File: src/rtl/nios_fprint_mutex_bank.sv
// Bank of NUM_MUTEX hardware mutexes behind a single Avalon-MM slave.
// Each channel holds an owner/value pair, an optional lease timer that frees
// an unrenewed lock, a saturating contention counter and a maskable
// release interrupt. Register map per channel: 0 MUTEX, 1 RESET_FLAG,
// 2 STATUS (W1C), 3 CTRL.
module nios_fprint_mutex_bank #(
    parameter int unsigned NUM_MUTEX    = 4,
    parameter int unsigned LEASE_CYCLES = 0,
    parameter int unsigned LEASE_W      = 24,
    parameter int unsigned CNT_W        = 16
) (
    input  logic                                                   clk,
    input  logic                                                   reset,
    input  logic [((NUM_MUTEX > 1) ? $clog2(NUM_MUTEX) : 1) + 1:0] address,
    input  logic                                                   chipselect,
    input  logic                                                   read,
    input  logic                                                   write,
    input  logic [31:0]                                            data_from_cpu,
    output logic [31:0]                                            data_to_cpu,
    output logic                                                   irq
);

    localparam int unsigned CH_BITS = (NUM_MUTEX > 1) ? $clog2(NUM_MUTEX) : 1;

    logic [CH_BITS-1:0] ch_sel;
    logic [1:0]         reg_sel;
    logic               wr_en;
    logic               rd_en;

    logic [15:0]        owner_q      [NUM_MUTEX];
    logic [15:0]        owner_d      [NUM_MUTEX];
    logic [15:0]        value_q      [NUM_MUTEX];
    logic [15:0]        value_d      [NUM_MUTEX];
    logic [LEASE_W-1:0] lease_q      [NUM_MUTEX];
    logic [LEASE_W-1:0] lease_d      [NUM_MUTEX];
    logic [CNT_W-1:0]   cnt_q        [NUM_MUTEX];
    logic [CNT_W-1:0]   cnt_d        [NUM_MUTEX];
    logic               timed_out_q  [NUM_MUTEX];
    logic               timed_out_d  [NUM_MUTEX];
    logic               rel_pend_q   [NUM_MUTEX];
    logic               rel_pend_d   [NUM_MUTEX];
    logic               irq_en_q     [NUM_MUTEX];
    logic               irq_en_d     [NUM_MUTEX];
    logic               reset_flag_q [NUM_MUTEX];
    logic               reset_flag_d [NUM_MUTEX];

    logic [31:0]        data_q;
    logic [31:0]        rdata_d;
    logic               irq_q;
    logic               irq_d;

    assign ch_sel      = address[CH_BITS+1:2];
    assign reg_sel     = address[1:0];
    assign wr_en       = chipselect & write;
    assign rd_en       = chipselect & read;
    assign data_to_cpu = data_q;
    assign irq         = irq_q;

    // Per-channel next state: lock arbitration, lease expiry, flags and counters.
    // Clears are applied before sets so that a same-cycle set always wins.
    always_comb begin
        irq_d = 1'b0;
        for (int unsigned i = 0; i < NUM_MUTEX; i++) begin
            logic hit;
            logic held;
            logic mutex_wr;
            logic accept;
            logic reject;
            logic expire;

            owner_d[i]      = owner_q[i];
            value_d[i]      = value_q[i];
            lease_d[i]      = lease_q[i];
            cnt_d[i]        = cnt_q[i];
            timed_out_d[i]  = timed_out_q[i];
            rel_pend_d[i]   = rel_pend_q[i];
            irq_en_d[i]     = irq_en_q[i];
            reset_flag_d[i] = reset_flag_q[i];

            hit      = wr_en && (ch_sel == CH_BITS'(i));
            held     = (value_q[i] != 16'h0);
            mutex_wr = hit && (reg_sel == 2'd0);
            accept   = mutex_wr && (!held || (owner_q[i] == data_from_cpu[31:16]));
            reject   = mutex_wr && !accept;
            expire   = (LEASE_CYCLES != 0) && held && !accept &&
                       (lease_q[i] == LEASE_W'(LEASE_CYCLES - 1));

            if (accept) begin
                owner_d[i] = data_from_cpu[31:16];
                value_d[i] = data_from_cpu[15:0];
            end else if (expire) begin
                owner_d[i] = '0;
                value_d[i] = '0;
            end

            if (LEASE_CYCLES == 0 || accept || !held || expire)
                lease_d[i] = '0;
            else
                lease_d[i] = lease_q[i] + 1'b1;

            if (hit && reg_sel == 2'd1)
                reset_flag_d[i] = 1'b0;

            if (hit && reg_sel == 2'd2) begin
                if (data_from_cpu[1]) timed_out_d[i] = 1'b0;
                if (data_from_cpu[2]) rel_pend_d[i]  = 1'b0;
                if (data_from_cpu[3]) cnt_d[i]       = '0;
            end

            if (hit && reg_sel == 2'd3)
                irq_en_d[i] = data_from_cpu[0];

            if (expire)
                timed_out_d[i] = 1'b1;
            if (held && ((accept && data_from_cpu[15:0] == 16'h0) || expire))
                rel_pend_d[i] = 1'b1;
            if (reject && cnt_d[i] != '1)
                cnt_d[i] = cnt_d[i] + 1'b1;

            irq_d = irq_d | (rel_pend_q[i] & irq_en_q[i]);
        end
    end

    // Read mux over pre-edge state; channels beyond NUM_MUTEX read as zero.
    always_comb begin
        rdata_d = '0;
        for (int unsigned i = 0; i < NUM_MUTEX; i++) begin
            if (ch_sel == CH_BITS'(i)) begin
                case (reg_sel)
                    2'd0:    rdata_d = {owner_q[i], value_q[i]};
                    2'd1:    rdata_d = {31'b0, reset_flag_q[i]};
                    2'd2:    rdata_d = {16'(cnt_q[i]), 13'b0, rel_pend_q[i],
                                        timed_out_q[i], (value_q[i] != 16'h0)};
                    default: rdata_d = {31'b0, irq_en_q[i]};
                endcase
            end
        end
    end

    // State registers, read data and interrupt output.
    always_ff @(posedge clk) begin
        if (reset) begin
            data_q <= '0;
            irq_q  <= 1'b0;
            for (int unsigned i = 0; i < NUM_MUTEX; i++) begin
                owner_q[i]      <= '0;
                value_q[i]      <= '0;
                lease_q[i]      <= '0;
                cnt_q[i]        <= '0;
                timed_out_q[i]  <= 1'b0;
                rel_pend_q[i]   <= 1'b0;
                irq_en_q[i]     <= 1'b0;
                reset_flag_q[i] <= 1'b1;
            end
        end else begin
            if (rd_en)
                data_q <= rdata_d;
            irq_q <= irq_d;
            for (int unsigned i = 0; i < NUM_MUTEX; i++) begin
                owner_q[i]      <= owner_d[i];
                value_q[i]      <= value_d[i];
                lease_q[i]      <= lease_d[i];
                cnt_q[i]        <= cnt_d[i];
                timed_out_q[i]  <= timed_out_d[i];
                rel_pend_q[i]   <= rel_pend_d[i];
                irq_en_q[i]     <= irq_en_d[i];
                reset_flag_q[i] <= reset_flag_d[i];
            end
        end
    end

endmodule

File: config.mk
export PLATFORM = sky130hd
export DESIGN_NAME = nios_fprint_mutex_bank
export DESIGN_NICKNAME = d
export VERILOG_FILES = /design/src/rtl/nios_fprint_mutex_bank.sv
export SDC_FILE = /design/constraint.sdc
export NUM_CORES = 1
export LEC_CHECK = 0
export BUFFER_PORTS_ARGS = -buffer_cell sky130_fd_sc_hd__buf_2
export CAP_MARGIN = 30
export CORE_UTILIZATION = 43
export DETAILED_ROUTE_END_ITERATION = 12
export GPL_ROUTABILITY_DRIVEN = 0
export HOLD_SLACK_MARGIN = 0.05
export PLACE_DENSITY = 0.63
export SLEW_MARGIN = 30
export SYNTH_ARGS = -nofsm -noshare
export SYNTH_HDL_FRONTEND = slang
export SYNTH_SLANG_ARGS = --single-unit
File: constraint.sdc
create_clock -name clk -period 3.9 [get_ports clk]
set_input_delay 0.195 -clock clk [delete_from_list [all_inputs] [get_ports clk]]
set_output_delay 0.195 -clock clk [all_outputs]
set_load 0.03 [all_outputs]
==> metrics, run 1 <==
CP arrival=3770 ps; Setup violations, final=0; DR WL/cell=19.2 um; EDFF count, synth=3; # rows=60; GRT Util Overall=0.249; fillcell total=2584; post-CTS setup buffer count=0; Most used DFF post-synth=dfxtp_1; # diodes=0; Max Fclk=0.303 GHz; Post-CTS Resized=0; Critical path origin=address[0]; cells after synthesis=1390; Register-to-Register Path Depth=7; # DRC=0; fraction of registers with async set/reset=0; H-tree Lvls=1; Pwr per Cell Area=390 nW/um^2; Cell Area, Synth=12000 sq um; final setup margin=597 ps; worst relative slew slack=0.402; required time of the worst setup path=4360 ps; unrepaired setup endpoints after global routing=no; initial antenna violation count=0; sequential fraction of the synthesis area=0.399; Routed Antenna Nets=0; Static Leak=0.00539 uW; I/O pin cnt=74; largest family of logic cells by synthesized area=simple AND/OR/NAND/NOR gates; Synthesis Warnings=0; vias in the first global route=9718; Setup Skew=12.1 ps; via-per-instance ratio=5.68; Iteration-0 DRC Markers=900; Area Overhead vs Synth=15.5%; max-cap viol count=0; RR Endpoint=owner_q[1][10]$_SDFFE_PP0P_; R2R Setup Slk=1060 ps; Die H=169 um; Clock Path Buffers=3; die area=28500 sq um; Critical Path Sink=cnt_q[3][12]$_SDFF_PP0_; CP cell instances=dlygate4sd3_1 -> buf_2 -> nand3b_1 -> or2_2 -> and2_1 -> ha_1 -> and3_1 -> nand3_1 -> o311ai_2 -> nor4_1 -> or3b_2 -> a21oi_1; peak supply drop=369 uV; pin count of the biggest net entering global routing=73; Pins Over Slew Limit=0; status=completed; clk sink count=237; simple-gate area share of the yosys netlist=0.226; die width=169 um; Setup CP Type=input pin to flip-flop; worst slew pin tran=888 ps; Place WS=662 ps; Synth Area in XOR/XNOR=0.0652; setup TNS=0 ps; Worst-path clk slew=60 ps; CP max FO=12; post-synth cell types=66; total number of vias=10467; post-synthesis mux area share=0.147; crit path time final=3300 ps; Initial DRT Pass Iterations=7; worst r2r src=owner_q[1][3]$_SDFFE_PP0P_; post-synthesis adder-cell area fraction=0.00418; grt ovf=0; share of cells above drive strength 1=0.139; Synth Area in Compound Gates=0.121; Yosys reg bits=237; largest stage delay on the critical path=540 ps; critical path launch point type=input pin; CTS tree=done; starting density of the core=0.441; commonest cells after routing, fill and taps aside=dfxtp_1 (234), nor2_1 (185), nand2_1 (138); final wirelength=35.4 mm; CTS buffer count=26; NumNets Final=1496; Critical-path top delay cell=dlygate4sd3_1; Crit. End Element=flip-flop; most common cell after layout, fill and taps aside=dfxtp_1; Final Cycle Share=0.847; final hold violations=0; area of the core=27100 sq um; Mapped Nets=1435; worst-skew pair later-pin latency=540 ps; dpl hpwl=24.8 mm; first-pass GRT wire length=55.9 mm; clk root buf=clkbuf_16; Tightest Hold Check Type=input pin to flip-flop; Mapped Avg Cell Area=8.61 sq um; input/output buffers=73
-- synthesized netlist by cell type (3+ instances only) --
master,n,area share
nor2b_1,8,0.0042
a22oi_1,9,0.0056
a22o_1,13,0.0095
mux2_2,23,0.022
ha_1,4,0.0042
mux2i_1,127,0.11
nand2b_1,10,0.0052
dfxtp_1,234,0.39
xor2_1,23,0.017
clkbuf_1,61,0.019
o211ai_1,3,0.0019
nand2_1,138,0.043
nand4b_1,3,0.0022
a221oi_1,24,0.018
a21oi_1,89,0.037
and4_1,9,0.0066
xnor2_1,66,0.048
nor3b_1,4,0.0025
nor2_1,185,0.058
o21bai_1,5,0.0031
or2_0,3,0.0016
or3_1,16,0.0084
or2_2,4,0.0021
o21ai_1,3,0.0013
and2_1,15,0.0078
edfxtp_1,3,0.0075
nor4_1,32,0.017
buf_2,33,0.014
buf_1,8,0.0025
mux4_2,10,0.019
and3_1,13,0.0068
nand4_1,40,0.021
nor3_1,43,0.018
o21ai_0,57,0.024
a211oi_1,7,0.0044
nand3_1,24,0.010
inv_1,6,0.0019
-- critical path, delay by kind of cell --
| family | cells | cell delay (ps) |
|---|---|---|
| buffers and inverters | 2 | 740 |
| adders and majority gates | 1 | 210 |
| AOI/OAI and AO/OA | 2 | 370 |
| and+or+nand+nor | 7 | 2250 |
-- area by class of cell --
cell class | count | area [sq um] | share of cell area
Clock buffer | 36 | 769 | 0.0557
Multi-Input combinational cell | 1044 | 6780 | 0.490
Tap cell | 372 | 465 | 0.0337
Timing Repair Buffer | 136 | 927 | 0.0671
Clock inverter | 11 | 82.6 | 0.00598
Inverter | 6 | 22.5 | 0.00163
Sequential cell | 237 | 4770 | 0.345
-- metrics by stage --
| stage | hold WS [ps] | cells | power (uW) | util | area [sq um] |
|---|---|---|---|---|---|
| floorplan | 331 | 1390 | 2800 | - | 12000 |
| global placement | 446 | 1762 | 2940 | 0.466 | 12600 |
| detailed placement | 449 | 1762 | 2950 | 0.466 | 12600 |
| CTS | 96.3 | 1842 | 5430 | 0.510 | 13800 |
| global route | 124 | 1842 | 5570 | 0.510 | 13800 |
| finish | 115 | 1842 | 5390 | 0.510 | 13800 |
-- power by group --
part           switching, uW  total [uW]  internal, uW
logic                    300         451           152
clock network           1030        2460          1440
registers               18.2        2470          2460
total                   1340        5390          4050
-- routing by layer --
layer,up-vias,track usage,part of all wire
li1,5057,-,-
met1,5001,0.338,0.45
met2,339,0.403,0.46
met3,70,0.0304,0.052
met4,0,0.0945,0.036
met5,-,0,0
-- timing repair --
item	4_1_cts	5_1_grt
hold buffers	33	0
hold endpoints to repair	105	0
endpoints found under the setup margin	0	0
-- registers in the layout, indices dropped and copies added (netlist names) --
| register | count |
|---|---|
| reset_flag_q | 4 |
| value_q | 64 |
| cnt_q | 64 |
| irq | 1 |
| owner_q | 64 |
| rel_pend_q | 4 |
| data_to_cpu | 32 |
| irq_en_q | 4 |
-- cell families after synthesis --
logic type / after synthesis
adder cells (fa/ha/maj): 4
buffers and inverters: 109
AO/OA/AOI/OAI: 230
XOR/XNOR: 89
AND/OR/NAND/NOR: 561
flip-flops: 237
multiplexers: 160
-- worst min path at each step --
stage | start | end | slack [ps] | cells past startpoint
global placement | data_to_cpu[7]$_SDFFE_PP0P_ | data_to_cpu[7]$_SDFFE_PP0P_ | 450 | 2
CTS | write | rel_pend_q[1]$_SDFF_PP0_ | 100 | 4
global route | reset | owner_q[1][14]$_SDFFE_PP0P_ | 120 | 2
detailed placement | data_to_cpu[7]$_SDFFE_PP0P_ | data_to_cpu[7]$_SDFFE_PP0P_ | 450 | 2
finish | write | rel_pend_q[1]$_SDFF_PP0_ | 110 | 4
floorplan | data_from_cpu[10] | value_q[2][10]$_SDFFE_PP0P_ | 330 | 2
Note: power is estimated with default switching activity, not from simulation.
==> run 2, diff against run 1 <==
ABC_AREA = 1   (was unset)
PLACE_DENSITY = 0.65   (was 0.63)
clock period = 2.8 ns   (was 3.9 ns; I/O delays follow)
==> run 2 against run 1 <==
Routed wire length increased by 18%; sequential cell count is the same; total power increased by 41%; final area up 6.3%; critical endpoint is now cnt_q[1][15]$_SDFF_PP0_.
==> metrics, run 2 <==
status=completed; post-synth top area cell=dfxtp_1; Tightest Hold Check Type=input pin to flip-flop; post-synth cell types=52 (-21%); input/output buffers=73 (unchanged); Static Leak=0.00600 uW (+11%); NumNets Final=2003 (+34%); Pins Over Slew Limit=0 (unchanged); Mapped Nets=1949 (+36%); worst-skew pair later-pin latency=540 ps (about the same); worst relative slew slack=0.340 (-0.0618); Synthesis Warnings=0 (unchanged); fin util=0.497 (-0.0131); hold path depth=5 (+1); peak supply drop=445 uV (+20%); setup TNS=0 ps (unchanged); H-tree Lvls=1 (unchanged); critical path launch point type=input pin; largest family of logic cells by synthesized area=simple AND/OR/NAND/NOR gates; vias in the first global route=11990 (+23%); clk sink count=237 (unchanged); Iteration-0 DRC Markers=1060 (+18%); Initial DRT Pass Iterations=5 (-2); die width=175 um (+3.8%); clk root buf=clkbuf_16; # DRC=0 (unchanged); post-synthesis mux area share=0 (-0.147); Crit. End Element=flip-flop; CP max FO=12 (unchanged); Synth Area in Compound Gates=0.195 (+0.0736); largest stage delay on the critical path=570 ps (+30 ps); Yosys reg bits=237 (unchanged); CP arrival=2940 ps (-830 ps); Synth top cells by count=nand2_1 (371), dfxtp_1 (234), a21oi_1 (218), nor2_1 (217), inv_1 (192); most common cell in the netlist=nand2_1; EDFF count, synth=3 (unchanged); dpl hpwl=29.9 mm (+21%); overall power=7610 uW (+41%); Setup Skew=18.8 ps (+6.75 ps); Cell Area, Synth=12900 sq um (+7.7%); Register-to-Register Path Depth=9 (+2); worst slew pin tran=980 ps (+91.8 ps); starting density of the core=0.436 (-0.00539); total number of vias=12973 (+24%); share of the synthesized area in the top cell type=0.363 (-0.0281); GRT Util Overall=0.271 (+0.0223); Setup violations, final=0 (unchanged); required time of the worst setup path=3240 ps (-1120 ps); simple-gate area share of the yosys netlist=0.270 (+0.0446); Synth Area in XOR/XNOR=0.0612 (-0.00400); unrepaired setup endpoints after global routing=no; Mapped Avg Cell Area=6.77 sq um (-21%); DR WL/cell=17.7 um (-8.0%); area of the core=29600 sq um (+9.1%); initial antenna violation count=2 (+2); Area Overhead vs Synth=14.0%; crit path time final=2500 ps; fin area=14700 sq um (+6.3%); Max Fclk=0.401 GHz; I/O pin cnt=74 (unchanged); CTS buffer count=27 (+3.8%); Die H=175 um (+3.8%); worst hold slack=85.4 ps (-29.5 ps); via-per-instance ratio=5.48 (-3.5%); Post-CTS Resized=0 (unchanged); cts hold-fix bufs=32 (-3.0%); largest registers=cnt_q: 64 flops, owner_q: 64 flops, value_q: 64 flops; die area=30700 sq um (+7.6%); Clock Path Buffers=3 (unchanged); final hold violations=0 (unchanged); synth top area cells=dfxtp_1 (36%), nand2_1 (11%), a21oi_1 (8.5%), o21ai_0 (7.0%), nor2_1 (6.3%); post-synthesis adder-cell area fraction=0.00388 (-0.000301); post-CTS setup buffer count=0 (unchanged); CTS tree=done; first-pass GRT wire length=65.9 mm (+18%); Pwr per Cell Area=518 nW/um^2 (+33%); Critical-path top delay cell=dlygate4sd3_1; fraction of registers with async set/reset=0 (unchanged); CP cell instances=dlygate4sd3_1 -> buf_2 -> nor2_4 -> nand3_2 -> nand2_1 -> inv_1 -> ha_1 -> nand2_1 -> nor2_4 -> nand2_2 -> nor2_4 -> a21oi_2 -> nand2_1 -> a21oi_1; sequential fraction of the synthesis area=0.370 (-0.0287); DP Area=13500 sq um (+6.8%); share of cells above drive strength 1=0.101 (-0.0387); Most used DFF post-synth=dfxtp_1; Routed Antenna Nets=0 (unchanged); pin count of the biggest net entering global routing=81 (+11%); # rows=63 (+5.0%); cells after synthesis=1904 (+37%); Final Cycle Share=0.892; final wirelength=41.8 mm (+18%); max-cap viol count=0 (unchanged); commonest cells after routing, fill and taps aside=nand2_1 (370), dfxtp_1 (234), a21oi_1 (217); Worst-path clk slew=60 ps (about the same); Setup CP Type=input pin to flip-flop; most common cell after layout, fill and taps aside=nand2_1; grt ovf=0 (unchanged)
run 2: changes by cell type in the layout (fill, tap and decap cells not counted), moves of 35 or more:
| cell | before | now |
|---|---|---|
| nand2_1 | 138 | 370 |
| inv_1 | 6 | 192 |
| mux2i_1 | 127 | 0 |
| o21ai_0 | 57 | 181 |
| xnor2_1 | 66 | 31 |
| a21oi_1 | 89 | 217 |
| nand3_1 | 24 | 102 |
| xor2_1 | 23 | 59 |
run 2: path summary, 6_finish.rpt:
check / endpoint / slack [ps] / startpoint
max: cnt_q[1][15]$_SDFF_PP0_ / 300 / address[0]
max reg2reg: cnt_q[3][7]$_SDFF_PP0_ / 420 / value_q[3][0]$_SDFFE_PP0P_
min: irq_en_q[1]$_SDFFE_PP0P_ / 90 / address[2]
min reg2reg: reset_flag_q[3]$_DFF_P_ / 470 / reset_flag_q[3]$_DFF_P_
run 2: worst max-delay path, delay by kind of cell:
kind | cells | cell delay [ps]
AND/OR/NAND/NOR | 8 | 1140
buffers and inverters | 3 | 850
AO/OA/AOI/OAI | 2 | 570
adder cells (fa/ha/maj) | 1 | 210
run 2: power by group:
group          internal [uW]  switching, uW
sequential              3430           37.7
clock                   2080           1450
combinational            195            420
run 2: layer usage:
metal / share of wire / vias to the layer above / wire length [um] / track usage
met5: 0.0011 / - / 46 / 0
met4: 0.037 / 2 / 1540 / 0.102
met3: 0.076 / 93 / 3190 / 0.0485
met2: 0.42 / 476 / 17700 / 0.407
met1: 0.46 / 6026 / 19300 / 0.384
li1: - / 6376 / - / -
run 2: layout make-up:
cell class,instances,area (sq um)
Timing Repair Buffer,136,943
Multi-Input combinational cell,1354,6850
Fill cell,2937,14900
Clock buffer,37,763
Clock inverter,10,105
Sequential cell,237,4770
Tap cell,390,488
Antenna cell,1,2.50
Inverter,202,761
run 2: cell families after synthesis:
logic type	count (synthesis)
xor gates and xnor gates	90
AOI/OAI and AO/OA	467
DFF	237
adders and majority gates	4
and+or+nand+nor	793
buffers and inverters	313
run 2: per-stage QoR:
step / cells / setup WS (ps)
2_1_floorplan: 1904 / 554
3_3_place_gp: 2287 / 412
3_5_place_dp: 2287 / 328
4_1_cts: 2366 / 341
5_1_grt: 2366 / 139
6_report: 2367 / 303
